$ cat src/rtl/pc_fetch_unit_if.sv
// ---------------------------------------------------------------------------
// pc_fetch_unit_if
// Instruction-memory bus between the fetch unit (master) and the memory
// (slave). The request is a level held until the memory acknowledges it.
//   imem_req    master->slave  fetch request, held until imem_ack
//   imem_addr   master->slave  fetch address
//   imem_ack    slave->master  response valid, qualifies imem_rdata
//   imem_rdata  slave->master  32-bit instruction word
// ---------------------------------------------------------------------------
interface pc_fetch_unit_if #(
   parameter int unsigned REG_WIDTH = 32
);
   logic                 imem_req;
   logic [REG_WIDTH-1:0] imem_addr;
   logic                 imem_ack;
   logic [31:0]          imem_rdata;

   modport master (
      output imem_req,
      output imem_addr,
      input  imem_ack,
      input  imem_rdata
   );

   modport slave (
      input  imem_req,
      input  imem_addr,
      output imem_ack,
      output imem_rdata
   );
endinterface : pc_fetch_unit_if

$ cat src/rtl/pc_fetch_unit.sv
// ---------------------------------------------------------------------------
// pc_fetch_unit
// Owns the architectural PC and runs a single-issue, non-pipelined fetch
// loop against instruction memory. At most one instruction is in flight.
// The branch/jump next-PC logic receives pc_out, inc_pc (PC+4) and the
// fetched instruction, and returns a redirect pair (pcsrc, new_pc) that is
// sampled only when the current instruction retires (valid and not stalled).
//
// Ports
//   clk            rising-edge clock
//   rst            synchronous active-high reset
//   i_pcsrc        redirect taken, sampled at retire
//   i_new_pc       redirect target, sampled with i_pcsrc
//   i_stall        core not ready to consume the current instruction
//   imem           instruction-memory bus (master side)
//   o_instr_valid  o_instr / o_pc_out / o_inc_pc are valid
//   o_instr        latched instruction word
//   o_pc_out       PC of the current instruction
//   o_inc_pc       o_pc_out + 4, wrapping modulo 2^REG_WIDTH
//   o_fetch_err    one-cycle pulse when a request times out
//   o_misalign     sticky misaligned-redirect flag
//
// Build option: define PC_ALIGN_CHECK_EN to halt on a misaligned redirect
// (sets o_misalign, enters S_HALT until reset). Without it the low two bits
// of the redirect target are cleared and o_misalign is tied low.
// ---------------------------------------------------------------------------
module pc_fetch_unit #(
   parameter int unsigned          REG_WIDTH = 32,
   parameter logic [REG_WIDTH-1:0] RESET_PC  = '0,
   parameter int unsigned          TIMEOUT   = 16
) (
   input  logic                 clk,
   input  logic                 rst,
   input  logic                 i_pcsrc,
   input  logic [REG_WIDTH-1:0] i_new_pc,
   input  logic                 i_stall,
   pc_fetch_unit_if.master      imem,
   output logic                 o_instr_valid,
   output logic [31:0]          o_instr,
   output logic [REG_WIDTH-1:0] o_pc_out,
   output logic [REG_WIDTH-1:0] o_inc_pc,
   output logic                 o_fetch_err,
   output logic                 o_misalign
);

   localparam int unsigned      CNT_W    = (TIMEOUT > 1) ? $clog2(TIMEOUT) : 1;
   localparam logic [CNT_W-1:0] CNT_LAST = CNT_W'(TIMEOUT - 1);

   typedef enum logic [1:0] {
      S_RESET,
      S_REQ,
      S_VALID,
      S_HALT
   } state_t;

   state_t               r_state,     w_state_nxt;
   logic [REG_WIDTH-1:0] r_pc,        w_pc_nxt;
   logic [31:0]          r_instr,     w_instr_nxt;
   logic [CNT_W-1:0]     r_cnt,       w_cnt_nxt;
   // r_fetch_err doubles as the back-off marker: while it is high the
   // request is dropped for that one cycle before the same address is retried.
   logic                 r_fetch_err, w_fetch_err_nxt;
   logic                 w_req;
   logic [REG_WIDTH-1:0] w_inc_pc;
   logic [REG_WIDTH-1:0] w_redirect_pc;

`ifdef PC_ALIGN_CHECK_EN
   logic                 r_misalign,  w_misalign_nxt;
`endif

   assign w_inc_pc = r_pc + REG_WIDTH'(4);

`ifdef PC_ALIGN_CHECK_EN
   assign w_redirect_pc = i_new_pc;
`else
   // Word-align the target instead of trapping.
   assign w_redirect_pc = i_new_pc & ~REG_WIDTH'(3);
`endif

   // ------------------------------------------------------------------------
   // Next-state and output logic
   // ------------------------------------------------------------------------
   always_comb begin
      // NOTE: every signal gets a default first so no branch can infer a latch.
      w_state_nxt     = r_state;
      w_pc_nxt        = r_pc;
      w_instr_nxt     = r_instr;
      w_cnt_nxt       = r_cnt;
      w_fetch_err_nxt = 1'b0;
      w_req           = 1'b0;
`ifdef PC_ALIGN_CHECK_EN
      w_misalign_nxt  = r_misalign;
`endif

      case (r_state)
         S_RESET: begin
            w_state_nxt = S_REQ;
         end

         S_REQ: begin
            // During the back-off cycle nothing is outstanding, so any ack is
            // ignored and the counter stays cleared.
            if (!r_fetch_err) begin
               w_req = 1'b1;
               // Ack is checked before the timeout so a late ack still wins.
               if (imem.imem_ack) begin
                  w_instr_nxt = imem.imem_rdata;
                  w_cnt_nxt   = '0;
                  w_state_nxt = S_VALID;
               end else if (r_cnt == CNT_LAST) begin
                  w_fetch_err_nxt = 1'b1;
                  w_cnt_nxt       = '0;
               end else begin
                  w_cnt_nxt = r_cnt + CNT_W'(1);
               end
            end
         end

         S_VALID: begin
            if (!i_stall) begin
               if (i_pcsrc) begin
`ifdef PC_ALIGN_CHECK_EN
                  if (i_new_pc[1:0] != 2'b00) begin
                     w_misalign_nxt = 1'b1;
                     w_state_nxt    = S_HALT;
                  end else begin
                     w_pc_nxt    = w_redirect_pc;
                     w_state_nxt = S_REQ;
                  end
`else
                  w_pc_nxt    = w_redirect_pc;
                  w_state_nxt = S_REQ;
`endif
               end else begin
                  w_pc_nxt    = w_inc_pc;
                  w_state_nxt = S_REQ;
               end
            end
         end

         S_HALT: begin
            // Only reset leaves this state.
         end
      endcase
   end

   // ------------------------------------------------------------------------
   // Registers
   // ------------------------------------------------------------------------
   always_ff @(posedge clk) begin
      // NOTE: non-blocking assignments so every register samples pre-edge values.
      if (rst) begin
         r_state     <= S_RESET;
         r_pc        <= RESET_PC;
         r_instr     <= '0;
         r_cnt       <= '0;
         r_fetch_err <= 1'b0;
`ifdef PC_ALIGN_CHECK_EN
         r_misalign  <= 1'b0;
`endif
      end else begin
         r_state     <= w_state_nxt;
         r_pc        <= w_pc_nxt;
         r_instr     <= w_instr_nxt;
         r_cnt       <= w_cnt_nxt;
         r_fetch_err <= w_fetch_err_nxt;
`ifdef PC_ALIGN_CHECK_EN
         r_misalign  <= w_misalign_nxt;
`endif
      end
   end

   // ------------------------------------------------------------------------
   // Outputs
   // ------------------------------------------------------------------------
   assign imem.imem_req  = w_req;
   assign imem.imem_addr = r_pc;

   assign o_instr_valid  = (r_state == S_VALID);
   assign o_instr        = r_instr;
   assign o_pc_out       = r_pc;
   assign o_inc_pc       = w_inc_pc;
   assign o_fetch_err    = r_fetch_err;

`ifdef PC_ALIGN_CHECK_EN
   assign o_misalign     = r_misalign;
`else
   assign o_misalign     = 1'b0;
`endif

endmodule : pc_fetch_unit

$ cat src/flat_wrapper.sv
// flat-port wrapper written by rule: the top's interface ports become plain ports
module pc_fetch_unit_flat 
#(
   parameter int unsigned          REG_WIDTH = 32,
   parameter logic [REG_WIDTH-1:0] RESET_PC  = '0,
   parameter int unsigned          TIMEOUT   = 16
)
  (clk, rst, i_pcsrc, i_new_pc, i_stall, o_instr_valid, o_instr, o_pc_out, o_inc_pc, o_fetch_err, o_misalign, imem_imem_req, imem_imem_addr, imem_imem_ack, imem_imem_rdata);
  pc_fetch_unit_if #(.REG_WIDTH(REG_WIDTH)) imem_i ();
  input  logic clk;
  input  logic rst;
  input  logic i_pcsrc;
  input  logic [REG_WIDTH-1:0] i_new_pc;
  input  logic i_stall;
  output logic o_instr_valid;
  output logic [31:0] o_instr;
  output logic [REG_WIDTH-1:0] o_pc_out;
  output logic [REG_WIDTH-1:0] o_inc_pc;
  output logic o_fetch_err;
  output logic o_misalign;
  output wire logic [$bits(imem_i.imem_req)-1:0] imem_imem_req;
  output wire logic [$bits(imem_i.imem_addr)-1:0] imem_imem_addr;
  input wire logic [$bits(imem_i.imem_ack)-1:0] imem_imem_ack;
  input wire logic [$bits(imem_i.imem_rdata)-1:0] imem_imem_rdata;
  assign imem_imem_req = imem_i.imem_req;
  assign imem_imem_addr = imem_i.imem_addr;
  assign imem_i.imem_ack = imem_imem_ack;
  assign imem_i.imem_rdata = imem_imem_rdata;
  pc_fetch_unit #(.REG_WIDTH(REG_WIDTH), .RESET_PC(RESET_PC), .TIMEOUT(TIMEOUT)) u_core (.clk(clk), .rst(rst), .i_pcsrc(i_pcsrc), .i_new_pc(i_new_pc), .i_stall(i_stall), .imem(imem_i), .o_instr_valid(o_instr_valid), .o_instr(o_instr), .o_pc_out(o_pc_out), .o_inc_pc(o_inc_pc), .o_fetch_err(o_fetch_err), .o_misalign(o_misalign));
endmodule
$ cat config.mk
export PLATFORM = sky130hd
export DESIGN_NAME = pc_fetch_unit_flat
export DESIGN_NICKNAME = d
export VERILOG_FILES = /design/src/rtl/pc_fetch_unit_if.sv /design/src/rtl/pc_fetch_unit.sv /design/src/flat_wrapper.sv
export SDC_FILE = /design/constraint.sdc
export NUM_CORES = 1
export LEC_CHECK = 0
export CORE_MARGIN = 2
export CORE_UTILIZATION = 45
export DETAILED_ROUTE_END_ITERATION = 8
export DONT_BUFFER_PORTS = 1
export PLACE_DENSITY = 0.66
export SLEW_MARGIN = 20
export SYNTH_ARGS = -nofsm -noshare
export SYNTH_HDL_FRONTEND = slang
export SYNTH_SLANG_ARGS = --single-unit
$ cat constraint.sdc
create_clock -name clk -period 3 [get_ports clk]
set_input_delay 0.45 -clock clk [delete_from_list [all_inputs] [get_ports clk]]
set_output_delay 0.45 -clock clk [all_outputs]
set_load 0.02 [all_outputs]
==> impl_metrics.toml <==
[run_status]
status = "complete, no violations"

[drt]
ant_nets = 0
vias = 3517
vias_per_cell = 5.65
drc = 0
drt-pass1-iter-count = 4
wirelength_um = 10300
wire_per_inst_um = 16.5
drtIter0Drc = 150

[logic_synthesis]
synth_most_common_cell = "nand2_1"
synth_largest_area_cell = "dfxtp_1"
synth_flop_cell = "dfxtp_1"
yosys_warnings = 0
ys_ff_latch = 69
synthTopCellsByArea = "dfxtp_1, nand2_1, buf_4"
synth-seq-area-share = 0.347
synth_common_cells = "nand2_1, dfxtp_1, a21oi_1, buf_4, nor2_1"
synth_area_sq_um = 3980
synth-edff-count = 0
synthArstFlopShare = 0
synth_cells = 512
yosysTopAreaCellShare = 0.347
yosysUniqueCellTypes = 56
avgSynthCellArea_sq_um = 7.77

[floorplanning]
core_area_sq_um = 8640
rows = 34
die_y_um = 98
dieWidth_um = 98
initial_core_util = 0.460
die_area_sq_um = 9600
pin_count = 201

[power_and_ir_drop]
power.leakage_nw = 1.75
powerDensity_nw_per_um2 = 445
fin_total_pwr_mw = 1.90
ir_worst_vdd_uv = 281

[sta]
min_period_ns = 2.80
fmax_mhz = 358
fin_tns_setup_ns = 0
worstMarginPinSlew_ns = 0.956
final_hold_viol_count = 0
fin_skew_ns = 0.0108
drv_slew = 0
setup_viol = 0
maxSlewHeadroom = 0.361
period_share = 0.932

[place]
gp_congestion = 0.883
placed_cell_area_sq_um = 4090
place.port_buffers = 0
hpwl_um = 7320

[clocking]
cts.reportedPaths.clkPinSlew_ns = 0.08
htreeDepth = 3
clock_path_buffers = 2
cts.sinks = 69
cts_root_buf = "clkbuf_8"
cts_setup_buffers = 0
cts_tree = "done"
cts_buffers = 9
clk_latency_ns = 0.34

[finish]
area_delta_synth_final_pct = 7.61
fillers = 836
n_antenna_cell = 0
drive_gt1_frac = 0.169
layout.nets = 581
postLayoutCellArea_sq_um = 4280

[grt]
overflow = 0
grt_pass1_wl_um = 16700
antenna_found_initial = 0
grt_max_degree = 66
grt_pass1_vias = 3467
track_usage = 0.210

[flow_run]
cap_violations = 0

[worst_setup_path]
worstReg2RegEnd = "u_core.imem.imem_addr[27]$_SDFFE_PP0P_"
r2r_cells = 5
reg2reg_slack_ns = 0.83
path_delay_family = "simple AND/OR/NAND/NOR gates"
path_depth = 8
cp_max_fo = 12
cp-end-kind = "primary output"
crit_chain = "ha_2 > nand3_1 > nor3_1 > buf_4 > nand3_1 > nor2_1 > xor2_1 > buf_4"
slowest_stage = "dfxtp_2"
cp.arrival_ns = 2.35
critPathBufInv = 2
startpoint_type = "flip-flop"
reg2reg_from = "u_core.r_state[1]$_SDFFE_PP0P_"
crit_type = "flip-flop to primary output"
cp_slowest_stage_delay_ns = 0.45
required_ns = 2.55

[min_path]
hold_start = "rst"
holdPathStages = 1
whs_endpoint = "u_core.imem.imem_addr[16]$_SDFFE_PP0P_"
hp-class = "primary input to flip-flop"
[sequential cells by signal, indices dropped and copies added, names as in the netlist]
register	cells
u_core.o_fetch_err	1
u_core.r_state	2
u_core.r_cnt	4
u_core.imem.imem_addr	30
u_core.o_instr	32
[layer usage]
layer  track usage  up-vias  routed length (um)
li1              -     1748                   -
met1         0.247     1623                4380
met2         0.363      140                5030
met3        0.0601        6                 765
met4        0.0769        0                  83
met5             0        -                   0
[metrics by stage]
stage	util	hold slack (ns)	setup slack, ns	cells
final	0.496	0.175	0.203	623
after global routing	0.496	0.142	-0.00178	623
after CTS	0.494	0.145	0.00622	623
after detailed placement	0.473	0.475	0.408	607
after global placement	0.473	0.454	0.441	607
after floorplan	-	0.449	0.405	518
[layout make-up]
type,count,area (sq um),area share
flip-flops and latches,69,1380,0.323
well taps,108,135,0.0316
multi-input cells,372,2170,0.506
inverters,6,22.5,0.00526
clock buffers,9,124,0.0289
clock inverters,7,56.3,0.0132
repair buffers,52,390,0.0912
[cells by family after synthesis]
family                     synth area share
and+or+nand+nor                       0.273
AOI/OAI and AO/OA                     0.181
buffers and inverters                 0.117
DFF                                   0.347
xor gates and xnor gates             0.0617
muxes                                0.0132
adders and majority gates           0.00629
other                              0.000943
[worst max path at each step]
stage | end | startpoint | slack [ns]
floorplan | o_inc_pc[30] | u_core.imem.imem_addr[2]$_SDFFE_PP0P_ | 0.41
global placement | o_inc_pc[30] | u_core.imem.imem_addr[2]$_SDFFE_PP0P_ | 0.44
detailed placement | o_inc_pc[30] | u_core.imem.imem_addr[2]$_SDFFE_PP0P_ | 0.41
CTS | o_inc_pc[30] | u_core.imem.imem_addr[2]$_SDFFE_PP0P_ | 0.006
global route | o_inc_pc[30] | u_core.imem.imem_addr[2]$_SDFFE_PP0P_ | -0.002
finish | o_inc_pc[30] | u_core.imem.imem_addr[2]$_SDFFE_PP0P_ | 0.20
[placed cells by master, fill, tap and decap left out, types with 11 or more instances in the layout]
| master | instances |
|---|---|
| and3_1 | 14 |
| nor2_1 | 26 |
| nand2_1 | 103 |
| xor2_1 | 16 |
| o21ai_0 | 17 |
| buf_4 | 52 |
| nand3_1 | 22 |
| dfxtp_1 | 67 |
| xnor2_1 | 11 |
| a21oi_1 | 50 |
[power by group]
group          internal (mW)  switching [mW]  leakage (nW)
Combinational         0.0719           0.139          1.10
Clock                  0.310           0.380        0.0906
Sequential             0.950          0.0545         0.561
Total                   1.33           0.573          1.75
[repair_timing]
action | in CTS | in global routing
setup endpoints to repair | 0 | 8
hold buffers | 0 | 0
resized for setup | 0 | 4
Power figures use the tool's default switching activity.
==> RTL edit: new RTL, same settings <==
Encoding of `state_t`: now one-hot (4 bits for 4 states).
--- a/src/rtl/pc_fetch_unit.sv
+++ b/src/rtl/pc_fetch_unit.sv
@@ -47,9 +47,9 @@
    localparam logic [CNT_W-1:0] CNT_LAST = CNT_W'(TIMEOUT - 1);
 
-   typedef enum logic [1:0] {
-      S_RESET,
-      S_REQ,
-      S_VALID,
-      S_HALT
+   typedef enum logic [3:0] {
+      S_RESET = 4'b0001,
+      S_REQ   = 4'b0010,
+      S_VALID = 4'b0100,
+      S_HALT  = 4'b1000
    } state_t;
 
Formal check against the unedited RTL: no difference found for any inputs over 10 cycles, from zero or initial values and one cycle with rst high; not proved beyond that.
==> RTL edit against the original RTL <==
Area after synthesis about the same. Design area increased by 1.2%. First-iteration DRC count decreased by 5.3%. Highest routed layer unchanged. Wire length decreased by 0.26%. Register-to-register slack got worse by 0.07 ns. Sequential cell count increased by 1. Global-route usage decreased by 0.25 points. Worst setup slack improved by 0.038 ns.
Power is not compared: it rests on default switching activity, and its combinational part moved more than twofold at a synthesized area within 25%.
==> RTL edit: results (changes against the original RTL) <==
NumNets Final: 581 (unchanged)
Clock-pin slew on the worst setup and hold paths: 0.08 ns (about the same)
Power in combinational cells: 0.101 mW
Drt wl/cell: 16.4 um (-0.26%)
LEAKAGE: 1.62 nW
Top cells by area, synth: dfxtp_1 (35%), nand2_1 (9.3%), a21oi_1 (7.3%)
Final Skew: 0.0183 ns (+0.00743 ns)
Detailed router's first-iteration violation count: 142 (-5.3%)
Antenna cells: 0 (unchanged)
Compound-cell area share of the yosys netlist: 0.182 (+0.00183)
CTS Buf Count: 9 (unchanged)
Pre-CTS setup slack: 0.462 ns (+0.0545 ns)
# port buffers: 0 (unchanged)
Overall routing resource usage: 0.207 (-0.00250)
Max reg flops: 32 (unchanged)
H-tree depth: 3 (unchanged)
Sequential power share: 0.521
Post-synth top flop: dfxtp_1
Vias/cell: 5.85 (+3.7%)
Sequential area share after synthesis: 0.352 (+0.00492)
Worst Path Max Fanout: 6 (-6)
Status: finished clean
Clock root buffer: clkbuf_8
GP Congestion: 0.826 (-6.5%)
Top cells by count, synth: nand2_1 (99), dfxtp_1 (70), a21oi_1 (58), buf_4 (38), clkbuf_1 (31)
Vias in the first global route: 3465 (-0.058%)
Placed cells: 604 (-0.49%)
Post-DP Area: 0.00409 mm2 (unchanged)
Sw Pwr: 0.467 mW
Fillcell total: 822 (-1.7%)
HP Class: in -> reg
HPWL Detailed: 6890 um (-5.9%)
Mapped Avg Cell Area: 7.74 um2 (-0.36%)
YS warnings: 0 (unchanged)
Finished Layout Cells: 623 (unchanged)
Async S/R FF share, synth: 0 (unchanged)
Switching part of the total: 0.248
Drt pass-1 iters: 4 (unchanged)
Adder-cell share of the synthesized area: 0.00629 (about the same)
Worst VDD drop: 0.299 mV
Synth Area in XOR/XNOR: 0.0617 (about the same)
Worst skew pair latency: 0.34 ns (about the same)
First-pass GRT wire length: 16600 um (-0.79%)
Layout cell share with drive strength beyond 1: 0.153 (-0.0155)
Mux cell area share after synthesis: 0.0126 (-0.000633)
Initial antenna violation count: 0 (unchanged)
Yosys cell types: 49 (-13%)
Clock Tree Buf Depth: 2 (unchanged)
Largest net degree at the start of global routing: 82 (+24%)
Slew of the pin with the lowest slew margin: 1.05 ns (+0.0897 ns)
## RTL edit: what timing repair did
action,in CTS,in global routing
endpoints found under the setup margin,0,3
buffers inserted,0,3
resized for setup,0,2
## RTL edit: path summary, 6_finish.rpt
kind,slack (ns),cells after the start,startpoint,to
worst min register to register,0.49,2,u_core.r_cnt[1]$_SDFFE_PP0P_,u_core.r_cnt[1]$_SDFFE_PP0P_
worst max-delay path,0.24,6,u_core.imem.imem_addr[2]$_SDFFE_PP0P_,o_inc_pc[26]
worst max register to register,0.76,4,u_core.r_state[0]$_SDFFE_PP1P_,u_core.o_instr[18]$_SDFFE_PP0P_
worst min-delay path,0.18,1,rst,u_core.imem.imem_addr[14]$_SDFFE_PP0P_
## RTL edit: critical path: stages, from the launching register on
cell	delay, ns
dfxtp_1	0.34
ha_1	0.30
nand3_4	0.16
or4_1	0.59
nor3_2	0.27
xor2_1	0.16
buf_4	0.15
## RTL edit: cells by family after synthesis
logic type               count (synthesis)
buffers and inverters                   76
multiplexers                             5
XOR/XNOR                                28
AND/OR/NAND/NOR                        213
flip-flops                              70
AO/OA/AOI/OAI                          119
adder cells (fa/ha/maj)                  2
other                                    1
## RTL edit: per-layer routing
metal / vias to the layer above / global-route usage / share of wire
li1: 1744 / - / -
met1: 1715 / 0.248 / 0.41
met2: 172 / 0.341 / 0.48
met3: 15 / 0.0687 / 0.093
met4: 0 / 0.0887 / 0.019
met5: - / 0 / 0
## RTL edit: final cells by class
type	instances	area, um2	share of cell area
clock buffer	11	151	0.0350
inverter	4	15.0	0.00347
sequential	70	1400	0.324
multi-input combinational	374	2190	0.505
tap	108	135	0.0312
timing repair buffer	51	383	0.0884
clock inverter	5	57.6	0.0133
